--- config.mk ---
export PLATFORM = sky130hd
export DESIGN_NAME = ternary_word_tx_flat
export DESIGN_NICKNAME = d
export VERILOG_FILES = /design/src/rtl/ternary_pkg.sv /design/src/rtl/ternary_word_tx_if.sv /design/src/rtl/ternary_div3.sv /design/src/rtl/ternary_word_tx.sv /design/src/flat_wrapper.sv
export SDC_FILE = /design/constraint.sdc
export NUM_CORES = 1
export LEC_CHECK = 0
export CAP_MARGIN = 20
export CORE_AREA = 8 8 57 59
export DETAILED_ROUTE_END_ITERATION = 16
export DIE_AREA = 0 0 65 67
export PLACE_DENSITY = 0.79
export SYNTH_ARGS = -nofsm -noshare
export SYNTH_HDL_FRONTEND = slang
export SYNTH_SLANG_ARGS = --single-unit
--- constraint.sdc ---
create_clock -name clk -period 4.1 [get_ports clk]
set_input_delay 0.615 -clock clk [delete_from_list [all_inputs] [get_ports clk]]
set_output_delay 0.615 -clock clk [all_outputs]
set_load 0.05 [all_outputs]
--- src/rtl/ternary_pkg.sv ---
// ternary_pkg: trit encodings, transmitter FSM states, and the elaboration check that TRITS trits cover a WIDTH-bit word
package ternary_pkg;
  localparam logic [1:0] TRIT_0 = 2'b00, TRIT_1 = 2'b01, TRIT_2 = 2'b10, TRIT_BAD = 2'b11;
  typedef enum logic {IDLE, SEND} tx_state_t;
  function automatic bit trits_cover(input int width, input int trits);
    longint p = 1;
    for (int i = 0; i < trits; i++) p = p * 3;
    return p >= (longint'(1) << width);
  endfunction
endpackage

--- src/rtl/ternary_word_tx_if.sv ---
// ternary_word_tx_if: word-in/trit-out handshake bus (in_data/in_valid/in_ready, out1:out0/out_valid/out_ready/out_last); master=source+sink side, slave=transmitter
interface ternary_word_tx_if #(parameter int WIDTH = 8);
  logic [WIDTH-1:0] in_data;
  logic in_valid, in_ready, out0, out1, out_valid, out_ready, out_last;
  modport master (output in_data, in_valid, out_ready, input in_ready, out0, out1, out_valid, out_last);
  modport slave (input in_data, in_valid, out_ready, output in_ready, out0, out1, out_valid, out_last);
endinterface

--- src/rtl/ternary_div3.sv ---
// ternary_div3: combinational divide by three; x in, q=x/3 and r=x%3 (a trit, never 2'b11) out
module ternary_div3 #(parameter int WIDTH = 8) (
  input  logic [WIDTH-1:0] x,
  output logic [WIDTH-1:0] q,
  output logic [1:0]       r
);
  assign q = x / WIDTH'(3);
  assign r = 2'(x % WIDTH'(3));
endmodule

--- src/rtl/ternary_word_tx.sv ---
// ternary_word_tx: binary word to LSB-first unsigned trit stream; clk, async active-high rst, bus (slave) carries word input and trit output handshakes
module ternary_word_tx import ternary_pkg::*; #(
  parameter int WIDTH = 8,
  parameter int TRITS = 6
) (
  input logic clk,
  input logic rst,
  ternary_word_tx_if.slave bus
);
  localparam int IW = TRITS > 1 ? $clog2(TRITS) : 1;
  if (!trits_cover(WIDTH, TRITS)) begin : g_bad_trits
    $error("ternary_word_tx: 3**TRITS must be >= 2**WIDTH");
  end
  tx_state_t state, state_n;
  logic [WIDTH-1:0] rem, rem_n, q;
  logic [1:0] trit, trit_n, r;
  logic [IW-1:0] idx, idx_n;
  logic last;
  ternary_div3 #(.WIDTH(WIDTH)) u_div3 (.x(state == IDLE ? bus.in_data : rem), .q(q), .r(r));
  assign last = idx == IW'(TRITS - 1);
  always_comb begin
    state_n = state;
    rem_n = rem;
    trit_n = trit;
    idx_n = idx;
    if (state == IDLE) begin
      if (bus.in_valid) begin
        state_n = SEND;
        rem_n = q;
        trit_n = r;
        idx_n = '0;
      end
    end else if (bus.out_ready) begin
      state_n = last ? IDLE : SEND;
      rem_n = last ? rem : q;
      trit_n = last ? TRIT_0 : r;
      idx_n = last ? idx : idx + IW'(1);
    end
  end
  always_ff @(posedge clk or posedge rst)
    if (rst) begin
      state <= IDLE;
      rem <= '0;
      trit <= TRIT_0;
      idx <= '0;
    end else begin
      state <= state_n;
      rem <= rem_n;
      trit <= trit_n;
      idx <= idx_n;
    end
  assign bus.in_ready = state == IDLE;
  assign bus.out_valid = state == SEND;
  assign bus.out_last = state == SEND && last;
  assign {bus.out1, bus.out0} = trit;
endmodule
--- src/flat_wrapper.sv ---
// flat-port wrapper written by rule: the top's interface ports become plain ports
module ternary_word_tx_flat import ternary_pkg::*;
#(
  parameter int WIDTH = 8,
  parameter int TRITS = 6
)
  (clk, rst, bus_in_data, bus_in_valid, bus_out_ready, bus_in_ready, bus_out0, bus_out1, bus_out_valid, bus_out_last);
  ternary_word_tx_if #(.WIDTH(WIDTH)) bus_i ();
  input logic clk;
  input logic rst;
  input wire logic [$bits(bus_i.in_data)-1:0] bus_in_data;
  input wire logic [$bits(bus_i.in_valid)-1:0] bus_in_valid;
  input wire logic [$bits(bus_i.out_ready)-1:0] bus_out_ready;
  output wire logic [$bits(bus_i.in_ready)-1:0] bus_in_ready;
  output wire logic [$bits(bus_i.out0)-1:0] bus_out0;
  output wire logic [$bits(bus_i.out1)-1:0] bus_out1;
  output wire logic [$bits(bus_i.out_valid)-1:0] bus_out_valid;
  output wire logic [$bits(bus_i.out_last)-1:0] bus_out_last;
  assign bus_i.in_data = bus_in_data;
  assign bus_i.in_valid = bus_in_valid;
  assign bus_i.out_ready = bus_out_ready;
  assign bus_in_ready = bus_i.in_ready;
  assign bus_out0 = bus_i.out0;
  assign bus_out1 = bus_i.out1;
  assign bus_out_valid = bus_i.out_valid;
  assign bus_out_last = bus_i.out_last;
  ternary_word_tx #(.WIDTH(WIDTH), .TRITS(TRITS)) u_core (.clk(clk), .rst(rst), .bus(bus_i));
endmodule
# --- Word-level counts from Yosys, hierarchy flattened ---
# Index checks and enable logic that the tools add are counted.
classes:
  n_addsub: 1
  n_div: 2
  n_eq_ne: 3
  n_mux: 17
  bitwise_logic: 1
  n_reduce_logical: 4
ops:
  columns: ["cell", "n"]
  rows:
  - ["8-bit 2-to-1 mux", 5]
  - ["3-bit 2-to-1 mux", 4]
  - ["8-bit by 2-bit divider with 8-bit output, second input constant", 1]
  - ["8-bit by 2-bit remainder unit with 8-bit output, second input constant", 1]
  - ["2-bit 2-to-1 mux", 4]
  - ["1-bit 2-to-1 mux", 4]
  - ["2-bit != test, second input constant", 2]
  - ["3-bit by 1-bit adder with 3-bit output, second input constant", 1]
  - ["3-bit == test, second input constant", 1]
  - ["3-bit AND reduction", 1]
  - ["2-bit AND reduction", 1]
  - ["2-bit nonzero test", 1]
  - ["1-bit logical AND", 1]
  - ["1-bit inverter", 1]
word_totals:
  regBits: 14
  in_bits: 12
  output_inout_bits: 5
  elab_cells: 32

# --- Longest topological paths before layout ---
logic_depth:
  depth_word: 5
  depth_mapped: 19
  depth_no_buf: 17

# --- Modules after synthesis ---
# From an unflattened synthesis, not the netlist that was laid out.
unflattened:
  hier_cells: 153
  area_unflattened_um2: 1391.3
by_module_without_submodules:
  columns: ["mod", "instances", "cells_each", "area_each_um2", "seq_area_each_um2"]
  rows:
  - ["ternary_word_tx", 1, 56, 700.7, 350.3]
  - ["ternary_div3", 1, 97, 690.7, 0.0]

# --- Least setup slack after synthesis ---
# No wires, ideal clock.
synth_path:
  kind: "reg-to-reg"
  from: "register u_core.state, in the netlist u_core.bus.out_valid"
  to: "register u_core.rem[0]"
  setup_ns: 0.128
  arrival_ns: 3.855
  required_time_ns: 3.972
  path_slack_ns: 0.117
  stages_incl_launch_ff: 17
  n_path_buf: 2
  synth_period_minus_slack_ns: 3.983
  path_cell_list: "dfrtp_1 > buf_6 > buf_6 > inv_1 > o211ai_2 > and3_1 > o21ai_0 > and3_4 > inv_1 > ha_1 > a41oi_1 > a31o_1 > o21ai_1 > ha_1 > a2111oi_2 > a41oi_2 > mux2_1"
synth_via:
  elab_chain_len: 5
  elab_cells_between_ends: 10
synth_lines:
  columns: ["element", "line_no", "rtl"]
  rows:
  - ["from (decl)", "ternary_word_tx.sv:14", "tx_state_t state, state_n;"]
  - ["from (signal assigned)", "ternary_word_tx.sv:47", "state <= state_n;"]
  - ["8-bit 2-to-1 mux", "ternary_word_tx.sv:19", "ternary_div3 #(.WIDTH(WIDTH)) u_div3 (.x(state == IDLE ? bus.in_data : rem), .q(q), .r(r));"]
  - ["8-bit by 2-bit divider with 8-bit output", "ternary_div3.sv:7", "assign q = x / WIDTH'(3);"]
  - ["8-bit 2-to-1 mux", "ternary_word_tx.sv:35", "rem_n = last ? rem : q;"]
  - ["8-bit 2-to-1 mux", "ternary_word_tx.sv:33", "end else if (bus.out_ready) begin"]
  - ["8-bit 2-to-1 mux", "ternary_word_tx.sv:26", "if (state == IDLE) begin"]
  - ["to (signal assigned)", "ternary_word_tx.sv:48", "rem <= rem_n;"]
  - ["to (decl)", "ternary_word_tx.sv:15", "logic [WIDTH-1:0] rem, rem_n, q;"]
# Parallel ways exist; a longest one is shown, timed or not. The select of a mux whose other input is x is not followed.
# A chain may end at the register's enable or synchronous reset.

# --- Worst setup path after layout ---
layout_path:
  from: "input port bus_in_data[5]"
  to: "register u_core.rem[0]"
layout_via:
  elab_chain_len: 5
  elab_cells_between_ends: 6
layout_lines:
  columns: ["element", "line_no", "rtl"]
  rows:
  - ["from (decl)", "flat_wrapper.sv:11", "input wire logic [$bits(bus_i.in_data)-1:0] bus_in_data;"]
  - ["8-bit 2-to-1 mux *", "ternary_word_tx.sv:19", null]
  - ["8-bit by 2-bit divider with 8-bit output *", "ternary_div3.sv:7", null]
  - ["8-bit 2-to-1 mux", "ternary_word_tx.sv:35", null]
  - ["8-bit 2-to-1 mux", "ternary_word_tx.sv:33", null]
  - ["8-bit 2-to-1 mux *", "ternary_word_tx.sv:26", null]
# Every way passes the cells marked *; elsewhere a longest branch is shown, timed or not. The select of a mux whose other input is x is not followed.

==> impl_metrics.csv <==
group,metric,value,unit
critical_path,r2r_cells,15,
finish,antenna_cells,0,
logic_synthesis,ys_top_cells_by_count,"14 x nand2_1, 13 x dfrtp_1, 13 x nor2_1",
floorplanning,die_y,67,um
pwr,p_leak,0.6688,nW
cts,cts_root_buffer,"clkbuf_4",
cts,path_clk_slew,0.08,ns
finish,drive_gt1_share,18.08,%
timing,finalCriticalPeriod,3.889,ns
timing,fin_ws,0.2113,ns
logic_synthesis,syn_nets,163,
critical_path,cp_slowest_cell,"clkdlybuf4s50_1",
floorplanning,initial_core_util,52.01,%
timing,tightest_slew,0.8647,ns
timing,fmax,0.2572,GHz
place,routabilityCongestion,0.8753,
timing,fin_setup_tns,0,ns
critical_path,startpoint,"bus_in_data[5]",
cts,ctsHoldBuffers,0,
detailed_routing,drt-total-wl,2.910,mm
place,post-place-ws,-0.1792,ns
logic_synthesis,ys_seq_elements,13,
critical_path,r2r_start,"u_core.bus.out_valid$_DFF_PP0_",
floorplanning,die_area,4355,um^2
grt,grt_max_degree,16,
logic_synthesis,synth_area_leaders,"dfrtp_1 26%, mux2_2 5.5%, mux2i_1 4.9%",
worst_hold_path,hold_end,"u_core.trit[0]$_DFFE_PP0P_",
worst_hold_path,min_path_type,"reg -> reg",
cts,post_cts_buffers,0,
finish,fin_nets,194,
status,outcome,"finished, final reports clean",
grt,grt_pass1_wl,5.002,mm
logic_synthesis,synthArstFlopShare,100.0,%
critical_path,endpoint_kind,"register",
grt,grt_remaining_overflow,0,
grt,antenna_found_initial,0,
grt,grt_usage,14.00,%
logic_synthesis,synth_compound_area_share,22.48,%
timing,fin_skew,0.003048,ns
pwr,power_density,911.1,nW/um^2
logic_synthesis,synthMuxAreaShare,11.29,%
detailed_routing,num_vias,1195,
logic_synthesis,yosysTopAreaCell,"dfrtp_1",
critical_path,cp_data_arrival_time,4.06,ns
logic_synthesis,netlist_instances,147,
logic_synthesis,synth-simple-area-share,24.31,%
finish,syn_to_final_growth,23.70,%
logic_synthesis,avgSynthCellArea,8.367,um^2
floorplanning,ios,17,
pwr,peakVddDrop,668.0,uV
critical_path,worstSetupStartpointType,"input pin",
logic_synthesis,yosysMostFrequentCell,"nand2_1",
logic_synthesis,ys_types,41,
critical_path,required,4.27,ns
timing,rsz0062_at_grt,"false",
logic_synthesis,synth_top_family_by_area,"simple AND/OR/NAND/NOR gates",
critical_path,r2r_slack,0.46,ns
place,numPortBuffers,16,
cts,cts_made_buffers,3,
timing,slew_headroom,42.14,%
logic_synthesis,synth_edf_count,0,
floorplanning,core,2365,um^2
grt,grt_pass1_vias,1151,
place,dpl_cell_area,1488,um^2
cts,cts.htree.levels,1,
logic_synthesis,synth_warnings,0,
logic_synthesis,synth_top_area_share,26.45,%
critical_path,worstPathCellList,"clkdlybuf4s50_1, or3b_1, o211ai_2, buf_4, a32o_1, and3_4, inv_1, ha_1, a41oi_2, a31o_1, o21ai_1, ha_1, a2111oi_2, a41oi_2, mux2_1",
logic_synthesis,ys.flop_type,"dfrtp_1",
critical_path,worstSetupPathType,"in -> reg",
critical_path,cp_max_fo,5,
logic_synthesis,synth_xor_area_share,4.985,%
logic_synthesis,synthesis.area,1230,um^2
detailed_routing,drcViolationCount,0,
cts,insertion_delay,0.28,ns
detailed_routing,first_pass_iters,4,
timing,min_period_over_period,94.85,%
floorplanning,die_w,65,um
logic_synthesis,synth_fa_ha_area_share,4.069,%
critical_path,cpPeakStageDelay,0.56,ns
worst_hold_path,hold_path_depth,2,
cts,cts_resized,0,
timing,finalHoldViolCount,0,
cts,tritoncts,"done",
finish,design_area,1521,um^2
logic_synthesis,yosysSeqAreaShare,26.45,%
run,maxCapViolations,0,
worst_hold_path,hold_start,"u_core.trit[0]$_DFFE_PP0P_",
cts,clockBufferDepth,2,
detailed_routing,antenna_left,0,
critical_path,rr_endpoint,"u_core.rem[0]$_DFFE_PP0P_",
finish,fin_util,64.34,%
cts,cts_sinks,13,
timing,slew_violations,0,
detailed_routing,viasPerCell,5.773,
place,place_hpwl,2.348,mm
floorplanning,rows,18,
detailed_routing,drtIter0Drc,71,
detailed_routing,routedWlPerCell,14.06,um
timing,setup_violations,0,
==> worst max-delay path, delay by kind of cell <==
family	cells	cell delay [ns]
AO/OA/AOI/OAI	7	1.33
buffers and inverters	3	0.78
AND/OR/NAND/NOR	2	0.59
adder cells (fa/ha/maj)	2	0.42
multiplexers	1	0.33
==> cell type report <==
class | instances | area [um^2]
Sequential cell | 13 | 325.3
Multi-Input combinational cell | 122 | 833.3
Timing Repair Buffer | 31 | 272.8
Tap cell | 30 | 37.54
Inverter | 7 | 26.28
Clock buffer | 4 | 26.28
Fill cell | 217 | 843.3
==> worst max path at each step <==
stage	endpoint	depth (start not counted)
global route	u_core.trit[0]$_DFFE_PP0P_	16
floorplan	u_core.rem[0]$_DFFE_PP0P_	16
detailed placement	u_core.rem[0]$_DFFE_PP0P_	15
global placement	u_core.trit[0]$_DFFE_PP0P_	16
finish	u_core.rem[0]$_DFFE_PP0P_	15
CTS	u_core.rem[0]$_DFFE_PP0P_	15
==> metal layers <==
| layer | wire [um] | part of all wire, % | GRT usage [%] |
|---|---|---|---|
| met1 | 1400 | 48 | 17.48 |
| met2 | 1353 | 46 | 23.48 |
| met3 | 107 | 3.7 | 2.349 |
| met4 | 48 | 1.6 | 5.450 |
| met5 | 0 | 0 | 0 |
==> sequential cells by signal (all words and copies together) (netlist names) <==
signal / cells
u_core.idx: 3
u_core.bus.out_valid: 1
u_core.rem: 7
u_core.trit: 2
==> logic make-up (layout without fill, tap and decap cells) <==
family / Yosys count / after routing
buffers and inverters: 12 / 42
adders and majority gates: 4 / 4
xor gates and xnor gates: 7 / 7
DFF: 13 / 13
and+or+nand+nor: 58 / 58
muxes: 13 / 13
AOI/OAI and AO/OA: 40 / 40
==> per-stage QoR <==
step / hold WS [ns] / instances / total power [W]
global route: 0.5194 / 207 / 0.001507
finish: 0.5050 / 207 / 0.001386
global placement: 0.4796 / 203 / 0.001261
CTS: 0.5081 / 207 / 0.001379
floorplan: 0.4585 / 147 / 0.001015
detailed placement: 0.4784 / 203 / 0.001292
==> cell usage in the layout (no fill, tap or decap), drive strengths merged, types with 3 or more instances in the layout <==
cell type,synthesis,routed
buf,5,15
o31ai,3,3
nand3,8,8
clkdlybuf4s50,0,16
nor3,4,4
a21oi,10,10
xnor2,5,5
nand2b,3,3
nand2,16,16
mux2i,6,6
mux2,7,7
and3,5,5
nand4,4,4
inv,7,7
ha,4,4
nor2,13,13
a31oi,3,3
clkbuf,0,4
dfrtp,13,13
o21ai,11,11
==> where the power goes <==
group | internal [W] | switching [W] | total, W
Clock | 0.0000378 | 0.0000428 | 0.0000806
Combinational | 0.000491 | 0.000571 | 0.00106
Sequential | 0.000187 | 0.0000573 | 0.000244
Total | 0.000715 | 0.000671 | 0.00139
Power figures use the tool's default switching activity.
